File: config.mk
export PLATFORM = sky130hd
export DESIGN_NAME = d_74ls138_dec
export DESIGN_NICKNAME = d
export VERILOG_FILES = /design/src/rtl/d_74ls138_dec.sv
export SDC_FILE = /design/constraint.sdc
export NUM_CORES = 1
export LEC_CHECK = 0
export CAP_MARGIN = 5
export CORE_AREA = 2 2 39 41
export CTS_CLUSTER_SIZE = 25
export DETAILED_ROUTE_END_ITERATION = 10
export DIE_AREA = 0 0 41 43
export HOLD_SLACK_MARGIN = 0.03
export PLACE_DENSITY_LB_ADDON = 0.15
export SLEW_MARGIN = 15
export SYNTH_ARGS = -nofsm -noshare
export SYNTH_HDL_FRONTEND = slang
export SYNTH_SLANG_ARGS = --single-unit
File: constraint.sdc
create_clock -name clk -period 0.8 [get_ports clk]
set_input_delay 0.16 -clock clk [delete_from_list [all_inputs] [get_ports clk]]
set_output_delay 0.16 -clock clk [all_outputs]
set_load 0.05 [all_outputs]
File: src/rtl/d_74ls138_dec.sv
// 74LS138-style 3-to-8 decoder with active-low outputs, optionally registered
// so chip selects change only on the clock edge.
module d_74ls138_dec #(
  parameter bit REG_OUT = 1'b1
) (
  input  logic       clk,
  input  logic       rst,
  input  logic       A,
  input  logic       B,
  input  logic       C,
  input  logic       G,
  input  logic       G2A,
  input  logic       G2B,
  output logic [7:0] Y
);

  logic [2:0] sel;
  logic       en;
  logic [7:0] dec;

  // A single enable violation is enough to park every output high.
  always_comb begin
    sel = {C, B, A};
    en  = G & ~G2A & ~G2B;
    dec = 8'hFF;
    if (en) begin
      dec = ~(8'b1 << sel);
    end
  end

  generate
    if (REG_OUT) begin : g_reg
      logic [7:0] y_q;

      always_ff @(posedge clk) begin
        if (rst) begin
          y_q <= 8'hFF;
        end else begin
          y_q <= dec;
        end
      end

      assign Y = y_q;
    end else begin : g_comb
      // clk and rst have no function in the combinational build.
      logic unused_clk_rst;
      assign unused_clk_rst = clk ^ rst;
      assign Y = dec;
    end
  endgenerate

endmodule

==> flow_metrics.py <==
metrics = {
    "layout": {
        "drive_above_1_share_pct": 65.85,
        "n_fill_cell": 137,
        "mostFrequentLayoutCells": "dfxtp_2 (8), buf_12 (8), dlygate4sd2_1 (4)",
        "nets": 51,
        "antennaDiodeCount": 0,
        "max_reg_flops": 8,
        "syn2layout_area_growth_pct": 120.1,
        "final_design_area_no_fill_um2": 561.8,
    },
    "grt": {
        "antenna_found_initial": 0,
        "grt_first_pass_wirelength_um": 883,
        "all_layer_gr_usage_pct": 8.157,
        "pin_count_of_the_biggest_net_entering_global_routing": 9,
        "first_global_vias": 225,
        "globalRoute.totalOverflow": 0,
    },
    "timing": {
        "layout_worst_path_cycle_share_pct": 108.3,
        "max_freq_ghz": 1.155,
        "rsz0062_at_grt": "yes",
        "remaining_max_slew_budget_at_the_tightest_pin_pct": 80.71,
        "finalHoldViolations": 0,
        "setup_viol": 8,
        "worst_pin_slew_ns": 0.2894,
        "whs_ns": 0.3048,
        "period_minus_slack_ns": 0.8660,
        "final_max_slew_viol_count": 0,
        "final.setup.worst_slack_ns": -0.06602,
    },
    "drt": {
        "detailedRoute.firstPassIterationCount": 1,
        "routedWlPerCell_um": 9.877,
        "postRouteAntennaNets": 0,
        "drt-total-wl_um": 563,
        "first_iter_violations": 0,
        "detail_route.drc_violations": 0,
        "route.vias.total": 234,
        "routed_via_density": 4.105,
    },
    "cts": {
        "clock_sink_count": 8,
        "cts_buffer_depth": 2,
        "cts-hold-fix-buffers": 0,
        "tritoncts.num_buffers": 3,
        "tritoncts_clock_tree": "yes",
        "root_buffer": "clkbuf_4",
        "cts.reportedPaths.clkPinSlew_ns": 0.05,
        "cts_post_setup_buffers_inserted": 0,
        "cts-htree-levels": 1,
    },
    "synthesis": {
        "synth_fp_nets": 28,
        "synthDistinctLibCells": 9,
        "synthDominantCellAreaShare_pct": 62.75,
        "postSynthRegisterBits": 8,
        "synth_area_leaders": "dfxtp_1 (63%), nand4b_1 (10%), nor4b_4 (9.3%), nor3b_1 (5.9%), nand2_1 (2.9%)",
        "yosysSeqAreaShare_pct": 62.75,
        "post-synth-top-area-cell": "dfxtp_1",
        "total_of_warnings_raised_by_yosys": 0,
        "netlist_area_um2": 255.2,
        "avgSynthCellArea_um2": 12.76,
        "synth_cells": 20,
    },
    "placed_design": {
        "placed_instance_area_um2": 528.0,
        "io_buffer_count": 15,
        "dp_hpwl_um": 471.1,
        "gp_routability_congestion": 0.7581,
    },
    "floorplan": {
        "starting_density_of_the_core_pct": 18.44,
        "total_number_of_placement_rows": 14,
        "dieHeight_um": 43,
        "floorplan.die.width_um": 41,
        "design.die.area_um2": 1763,
        "core_area_um2": 1384,
        "io-pin-count": 16,
    },
    "power_and_ir_drop": {
        "power.ir.vdd_worst_v": 0.0005926,
        "pwr_density_cell_nw_per_um2": 1366,
        "reported_leakage_power_nw": 0.2284,
    },
    "setup_path": {
        "worstSetupPathDepth": 1,
        "cp_data_required_time_ns": 0.64,
        "timing.setup.critical_path_class": "flop to output port",
        "slowest_stage": "dfxtp_2",
        "worst_setup_path_endpoint": "Y[1]",
        "critPathArrivalTime_ns": 0.71,
        "crit_path_max_fanout": 1,
        "worst_setup_path_startpoint": "Y[1]",
        "worst_path_largest_cell_delay_ns": 0.34,
        "crit_path_start_kind": "flop",
        "worstSetupEndpointType": "output port",
        "critPathTopFamily": "flip-flops",
        "critical_path.cell_chain": "buf_12",
        "cp.buffers_inverters": 1,
    },
    "job": {
        "drv.max_cap_violation_count": 0,
    },
    "status": {
        "outcome": "complete, but fails checks",
        "failed_checks": "setup timing",
    },
    "min_path": {
        "worst_hold_path_type": "input port to flop",
    },
}
## power breakdown
part	internal (W)	leakage, nW	switching, W
clock network	0.000170	0.0138	0.000109
logic	0.0000471	0.154	0.0000385
registers	0.000402	0.0609	0.00000185
## worst min-delay path by stage
stage	startpoint	endpoint	slack (ns)	cells after the start
global route	rst	Y[2]	0.32	4
floorplan	C	Y[4]	0.23	1
finish	rst	Y[2]	0.30	4
global placement	Y[6]	Y[6]	0.61	1
detailed placement	Y[7]	Y[7]	0.61	1
CTS	A	Y[2]	0.35	3
## area by class of cell
| class | instances | area, um^2 | share of cell area, % |
|---|---|---|---|
| well taps | 16 | 20.02 | 3.563 |
| multi-input cells | 12 | 105.1 | 18.71 |
| repair buffers | 18 | 244.0 | 43.43 |
| clock buffers | 3 | 22.52 | 4.009 |
| flip-flops and latches | 8 | 170.2 | 30.29 |
## cell families after synthesis
family,Yosys count,share of synthesized area [%]
simple gates,12,37.25
flops,8,62.74
## per-stage QoR
stage	power, W	setup WS, ns	instances	TNS (ns)	utilization, %
3_5_place_dp	0.0005046	-0.5143	54	-3.806	38.16
3_3_place_gp	0.0005016	-0.4861	54	-3.606	38.16
4_1_cts	0.0007779	-0.07729	57	-0.5699	40.96
5_1_grt	0.0008046	-0.09671	57	-0.7004	40.60
6_report	0.0007677	-0.06602	57	-0.4987	40.60
2_1_floorplan	0.0004341	-0.006247	20	-0.01864	-
## cells in the mapped netlist
cell      instances
dfxtp_1           8
nand4_1           1
nand4b_1          3
nand3_1           1
nor4b_4           1
nand3b_1          1
nor2_1            1
nor3b_1           2
nand2_1           2
## repair_timing
action	in CTS	in global routing
resized for setup	21	1
pin swaps	1	1
setup endpoints to repair	16	10
## metal layers
layer  global-route usage [%]  up-vias  share of wire (%)
met5                        0        -                  0
li1                         -      116                  -
met4                    8.000        0                3.4
met1                    8.117      106                 36
met3                    3.141        2                5.5
met2                    11.88       10                 55
(Power assumes the default switching activity.)
